[src/rtl/pwm_multi_drv.sv]
// Multi-channel PWM generator with a shared prescaler/period, edge or center alignment and shadowed duty/period.
// pwm and period_strobe are registered (1 clock after cnt); host reads return data 1 clock after the strobe; no backpressure.
module pwm_multi_drv #(
  parameter int NUM_CH = 3,
  parameter int CNT_W  = 16
) (
  input  logic              host_clk,
  input  logic              host_rst_l,
  input  logic [15:0]       host_addr,
  input  logic [15:0]       host_wr_data,
  output logic [15:0]       host_rd_data,
  input  logic              host_cs,
  input  logic              host_rd_en,
  input  logic              host_wr_en,
  output logic [NUM_CH-1:0] pwm,
  output logic              period_strobe
);

  localparam logic [CNT_W-1:0] ONE        = CNT_W'(1);
  localparam logic [7:0]       A_CTRL     = 8'h00;
  localparam logic [7:0]       A_PRESCALE = 8'h01;
  localparam logic [7:0]       A_PERIOD   = 8'h02;
  localparam logic [7:0]       A_POL      = 8'h03;
  localparam logic [7:0]       A_CNT      = 8'h04;

  logic [1:0]        ctrl_q, ctrl_d;
  logic [CNT_W-1:0]  prescale_q, prescale_d;
  logic [CNT_W-1:0]  period_sh_q, period_sh_d;
  logic [CNT_W-1:0]  period_act_q, period_act_d;
  logic [NUM_CH-1:0] pol_q, pol_d;
  logic [CNT_W-1:0]  duty_sh_q [NUM_CH];
  logic [CNT_W-1:0]  duty_sh_d [NUM_CH];
  logic [CNT_W-1:0]  duty_act_q [NUM_CH];
  logic [CNT_W-1:0]  duty_act_d [NUM_CH];
  logic [CNT_W-1:0]  pre_q, pre_d;
  logic [CNT_W-1:0]  cnt_q, cnt_d;
  logic              dir_dn_q, dir_dn_d;
  logic              bnd_q, bnd_d;
  logic              strobe_q, strobe_d;
  logic [NUM_CH-1:0] pwm_q, pwm_d;
  logic [15:0]       rd_data_q, rd_data_d;

  logic [7:0]       addr;
  logic [CNT_W-1:0] wdat;
  logic             wr, rd, en, center, tick, mode_chg, bnd, load;
  logic [15:0]      rd_val;
  logic             unused_bits;

  assign addr        = host_addr[7:0];
  assign wdat        = host_wr_data[CNT_W-1:0];
  assign wr          = host_cs & host_wr_en;
  assign rd          = host_cs & host_rd_en;
  assign en          = ctrl_q[0];
  assign center      = ctrl_q[1];
  assign unused_bits = ^{host_addr[15:8], host_wr_data};

  always_comb begin
    ctrl_d      = ctrl_q;
    prescale_d  = prescale_q;
    period_sh_d = period_sh_q;
    pol_d       = pol_q;
    duty_sh_d   = duty_sh_q;
    if (wr) begin
      case (addr)
        A_CTRL:     ctrl_d      = host_wr_data[1:0];
        A_PRESCALE: prescale_d  = wdat;
        A_PERIOD:   period_sh_d = wdat;
        A_POL:      pol_d       = host_wr_data[NUM_CH-1:0];
        default:    ;
      endcase
      for (int i = 0; i < NUM_CH; i++)
        if (addr == 8'(16 + i)) duty_sh_d[i] = wdat;
    end
  end

  always_comb begin
    rd_val = '0;
    case (addr)
      A_CTRL:     rd_val = {14'd0, ctrl_q};
      A_PRESCALE: rd_val = 16'(prescale_q);
      A_PERIOD:   rd_val = 16'(period_sh_q);
      A_POL:      rd_val = 16'(pol_q);
      A_CNT:      rd_val = 16'(cnt_q);
      default:    ;
    endcase
    for (int i = 0; i < NUM_CH; i++)
      if (addr == 8'(16 + i)) rd_val = 16'(duty_sh_q[i]);
    rd_data_d = rd ? rd_val : rd_data_q;
  end

  // A CENTER flip while running restarts the count on the write edge without a boundary.
  assign mode_chg = wr && (addr == A_CTRL) && (host_wr_data[1] != center);
  assign tick     = en && (pre_q >= prescale_q);

  always_comb begin
    pre_d    = pre_q;
    cnt_d    = cnt_q;
    dir_dn_d = dir_dn_q;
    bnd      = 1'b0;
    if (!en || mode_chg) begin
      pre_d    = '0;
      cnt_d    = '0;
      dir_dn_d = 1'b0;
    end else begin
      pre_d = tick ? '0 : pre_q + ONE;
      if (tick) begin
        if (!center) begin
          if (cnt_q >= period_act_q) begin
            cnt_d = '0;
            bnd   = 1'b1;
          end else begin
            cnt_d = cnt_q + ONE;
          end
        end else if (period_act_q == '0) begin
          cnt_d    = '0;
          dir_dn_d = 1'b0;
          bnd      = 1'b1;
        end else if (!dir_dn_q) begin
          if (cnt_q >= period_act_q) begin
            if (period_act_q == ONE) begin
              cnt_d = '0;
              bnd   = 1'b1;
            end else begin
              cnt_d    = period_act_q - ONE;
              dir_dn_d = 1'b1;
            end
          end else begin
            cnt_d = cnt_q + ONE;
          end
        end else if (cnt_q <= ONE) begin
          cnt_d    = '0;
          dir_dn_d = 1'b0;
          bnd      = 1'b1;
        end else begin
          cnt_d = cnt_q - ONE;
        end
      end
    end
  end

  // Active copies sample the pre-write shadows, so a same-edge write waits one more period.
  assign load = !en || bnd;

  always_comb begin
    period_act_d = load ? period_sh_q : period_act_q;
    duty_act_d   = load ? duty_sh_q : duty_act_q;
    bnd_d        = bnd;
    strobe_d     = en && bnd_q;
    for (int i = 0; i < NUM_CH; i++)
      pwm_d[i] = en ? ((cnt_q < duty_act_q[i]) ^ pol_q[i]) : pol_q[i];
  end

  always_ff @(posedge host_clk or negedge host_rst_l) begin
    if (!host_rst_l) begin
      ctrl_q       <= '0;
      prescale_q   <= '0;
      period_sh_q  <= '0;
      period_act_q <= '0;
      pol_q        <= '0;
      duty_sh_q    <= '{default: '0};
      duty_act_q   <= '{default: '0};
      pre_q        <= '0;
      cnt_q        <= '0;
      dir_dn_q     <= 1'b0;
      bnd_q        <= 1'b0;
      strobe_q     <= 1'b0;
      pwm_q        <= '0;
      rd_data_q    <= '0;
    end else begin
      ctrl_q       <= ctrl_d;
      prescale_q   <= prescale_d;
      period_sh_q  <= period_sh_d;
      period_act_q <= period_act_d;
      pol_q        <= pol_d;
      duty_sh_q    <= duty_sh_d;
      duty_act_q   <= duty_act_d;
      pre_q        <= pre_d;
      cnt_q        <= cnt_d;
      dir_dn_q     <= dir_dn_d;
      bnd_q        <= bnd_d;
      strobe_q     <= strobe_d;
      pwm_q        <= pwm_d;
      rd_data_q    <= rd_data_d;
    end
  end

  assign pwm           = pwm_q;
  assign period_strobe = strobe_q;
  assign host_rd_data  = rd_data_q;

endmodule
[config.mk]
export PLATFORM = sky130hd
export DESIGN_NAME = pwm_multi_drv
export DESIGN_NICKNAME = d
export VERILOG_FILES = /design/src/rtl/pwm_multi_drv.sv
export SDC_FILE = /design/constraint.sdc
export NUM_CORES = 1
export LEC_CHECK = 0
export ABC_AREA = 0
export BUFFER_PORTS_ARGS = -buffer_cell sky130_fd_sc_hd__buf_2
export CORE_AREA = 2 2 150 152
export CTS_CLUSTER_SIZE = 30
export DETAILED_ROUTE_END_ITERATION = 10
export DIE_AREA = 0 0 152 154
export GPL_TIMING_DRIVEN = 0
export HOLD_SLACK_MARGIN = 0.06
export PLACE_DENSITY = 0.73
export SETUP_SLACK_MARGIN = 0.5
export SYNTH_ARGS = -nofsm -noshare
export SYNTH_HDL_FRONTEND = slang
export SYNTH_SLANG_ARGS = --single-unit
export TNS_END_PERCENT = 1
[constraint.sdc]
create_clock -name host_clk -period 6.69 [get_ports host_clk]
set_input_delay 0.3345 -clock host_clk [delete_from_list [all_inputs] [get_ports host_clk]]
set_output_delay 0.3345 -clock host_clk [all_outputs]
set_load 0.03 [all_outputs]
==> impl_metrics.yaml <==
run_status:
  status: "finished clean"
sta:
  finalClockSkew_ns: 0.01210
  worst_slew_pin_slew_ns: 1.201
  fin_setup_tns_ns: 0
  fmax_mhz: 263.6
  finalCritPeriodShare_pct: 56.70
  slew-limit-headroom_pct: 19.23
  slew_viol_final: 0
  rsz0062_at_grt: "no"
  hold_viol_final: 0
  period_needed_ns: 3.793
  setup_viol: 0
finish:
  n_antenna_cell: 0
  final_core_util_pct: 61.14
  area_growth_pct: 11.79
  layout-drive-gt1-share_pct: 12.65
  nets: 1361
critical_path:
  crit_path_frequent_cell: "clkbuf_1"
  crit_path_start_kind: "flip-flop"
  cp.required_ns: 7.09
  cp_slowest_stage_delay_ns: 0.90
  critPathMaxFanout: 10
  cpMaxStageDelayCell: "o31ai_2"
  cp_cell_sequence: "ha_1 -> o211ai_1 -> nor3_1 -> a21oi_1 -> o31ai_2 -> or2_1 -> clkbuf_1 -> clkbuf_1 -> nor2_1"
  crit_arrival_ns: 4.19
  criticalPathCategory: "reg -> reg"
  end_kind: "flip-flop"
global_route:
  grt_usage_pct: 27.84
  grt_start_max_net_pins: 109
  overflow: 0
  grt_pass1_vias: 9474
  antenna_found_initial: 1
  grt_pass1_wl_um: 51900
power:
  p_per_area_nw_per_um2: 221.8
  leakage_nw: 6.480
  worst_ir_drop_vdd_mv: 0.1496
yosys:
  synth_cell_types: 68
  ys_seq_elements: 203
  synth_ff_type: "dfrtp_1"
  syn_nets: 1287
  postSynth.asyncResetShare_pct: 100.0
  seq_area_frac_synth_pct: 42.83
  syn_area_per_cell_um2: 10.17
  synth_edf_count: 0
  yosys_warnings: 0
  syn_inst: 1166
  syn_area_um2: 11860
floorplanning:
  design.core.area_um2: 21690
  num_io_pins: 57
  die_area_um2: 23410
  die_h_um: 154
  start_util_pct: 54.69
  core.rowCount: 54
  fp.dieW_um: 152
drt:
  routed_wirelength_um: 32240
  drtIter0Drc: 679
  drcViolationCount: 0
  viasPerCell: 6.175
  ant_nets: 0
  vias: 9491
  wl_per_cell_um: 20.97
  drt_first_pass_iters: 5
place:
  dp_hpwl_um: 24080
  place.port_buffers: 47
  gp_congestion: 0.9661
hold_path:
  holdCritPathClass: "in -> reg"
clocking:
  cts_setup_buffers: 0
  cts-buffers-inserted: 23
  cts_root_buf: "clkbuf_16"
  insertion_delay_ns: 0.53
  ctsHoldBuffers: 1
  cts_resized: 0
  htree_levels: 1
  cts.sinks: 203
  path_clk_slew_ns: 0.06
  cts_tree: "built"
  cts_buffer_depth: 3
flow_run:
  maxCapViolCount: 0
-- sequential cells by signal, summed over array words and instances, names as in the netlist, 2 cells and up --
name          count
pol_q             3
pre_q            16
prescale_q       16
duty_sh_q        48
pwm               3
duty_act_q       48
period_act_q     16
host_rd_data     16
period_sh_q      16
ctrl_q            2
cnt_q            16
-- Yosys cell counts, drive strengths merged, types with 7 or more instances --
cell type / count / share of area, %
a211oi: 10 / 0.63
a21o: 23 / 1.5
a21oi: 42 / 1.8
a22oi: 21 / 1.3
and3: 14 / 0.74
buf: 11 / 0.73
clkbuf: 43 / 1.4
dfrtp: 203 / 43
ha: 84 / 8.9
inv: 93 / 2.9
mux2: 143 / 14
mux2i: 7 / 0.59
nand2: 84 / 2.7
nand2b: 10 / 0.53
nand3: 49 / 2.1
nand4: 11 / 0.58
nor2: 53 / 1.7
nor3: 13 / 0.55
nor3b: 8 / 0.51
nor4: 13 / 0.86
o211ai: 9 / 0.57
o21ai: 84 / 3.6
o22ai: 8 / 0.42
or3: 7 / 0.37
xnor2: 28 / 2.1
xor2: 13 / 0.96
-- worst max-delay path, delay by kind of cell, from the launching register on --
kind                     cells  cell delay [ns]
AND/OR/NAND/NOR              3             0.69
buffers and inverters        2             1.04
flip-flops                   1             0.44
AO/OA/AOI/OAI                3             1.14
adder cells (fa/ha/maj)      1             0.33
-- power breakdown --
group	internal (mW)	leakage [nW]	switching, mW
Sequential	1.26	2.72	0.0275
Combinational	0.148	3.39	0.237
Clock	0.737	0.371	0.532
-- per-layer routing --
layer  GRT usage (%)  vias to the layer above  routed length (um)
li1                -                     4358                   -
met1           38.45                     4707               13960
met2           45.28                      351               15160
met3           3.636                       75                1974
met4           10.28                        0                1138
met5               0                        -                   0
-- final timing paths --
path | slack (ns) | to | cells after the start | startpoint
worst max-delay path | 2.90 | pre_q[7] | 9 | pre_q[7]
worst min-delay path | 0.09 | prescale_q[15] | 3 | host_wr_data[15]
worst max register to register | 2.90 | pre_q[7] | 9 | pre_q[7]
worst min register to register | 0.46 | period_strobe | 1 | bnd_q
max in group asynchronous | 5.28 | duty_sh_q[0] | 3 | host_rst_l
min in group asynchronous | 0.42 | cnt_q[11] | 2 | host_rst_l
-- layout make-up --
| cell class | count | area, um^2 |
|---|---|---|
| flip-flops and latches | 203 | 5080 |
| clock inverters | 8 | 93.84 |
| multi-input cells | 816 | 6190 |
| inverters | 93 | 349.1 |
| clock buffers | 34 | 666.9 |
| plain buffers | 54 | 247.7 |
| fillers | 1763 | 8428 |
| well taps | 280 | 350.3 |
| repair buffers | 49 | 282.8 |
-- cell families after synthesis --
family	synth area share [%]
AO/OA/AOI/OAI	13.96
XOR/XNOR	3.027
adder cells (fa/ha/maj)	8.861
buffers and inverters	5.032
flip-flops	42.83
multiplexers	14.17
AND/OR/NAND/NOR	12.13
-- cells in the final DEF (no fill, tap or decap), types with 23 or more instances in the layout --
master       n
inv_1       90
nand3_1     49
a21o_1      23
clkbuf_16   23
a21oi_1     42
nand2_1     84
o21ai_0     43
xnor2_1     28
buf_2       46
ha_1        84
mux2_1      85
nor2_1      53
dfrtp_1    203
o21ai_1     40
clkbuf_1    49
mux2_2      58
-- metrics by stage --
step / setup slack (ns) / power (mW) / area (um^2) / cells / hold slack, ns
final: 2.897 / 2.941 / 13260 / 1537 / 0.08692
after global routing: 2.709 / 3.044 / 13260 / 1537 / 0.09455
after CTS: 3.005 / 2.950 / 13260 / 1537 / 0.07061
after detailed placement: 3.023 / 1.687 / 12490 / 1494 / 0.4247
after global placement: 1.819 / 1.677 / 12450 / 1493 / 0.4480
after floorplan: 3.825 / 1.558 / 11860 / 1166 / 0.03891
No activity file was read; power rests on OpenSTA's default activity.
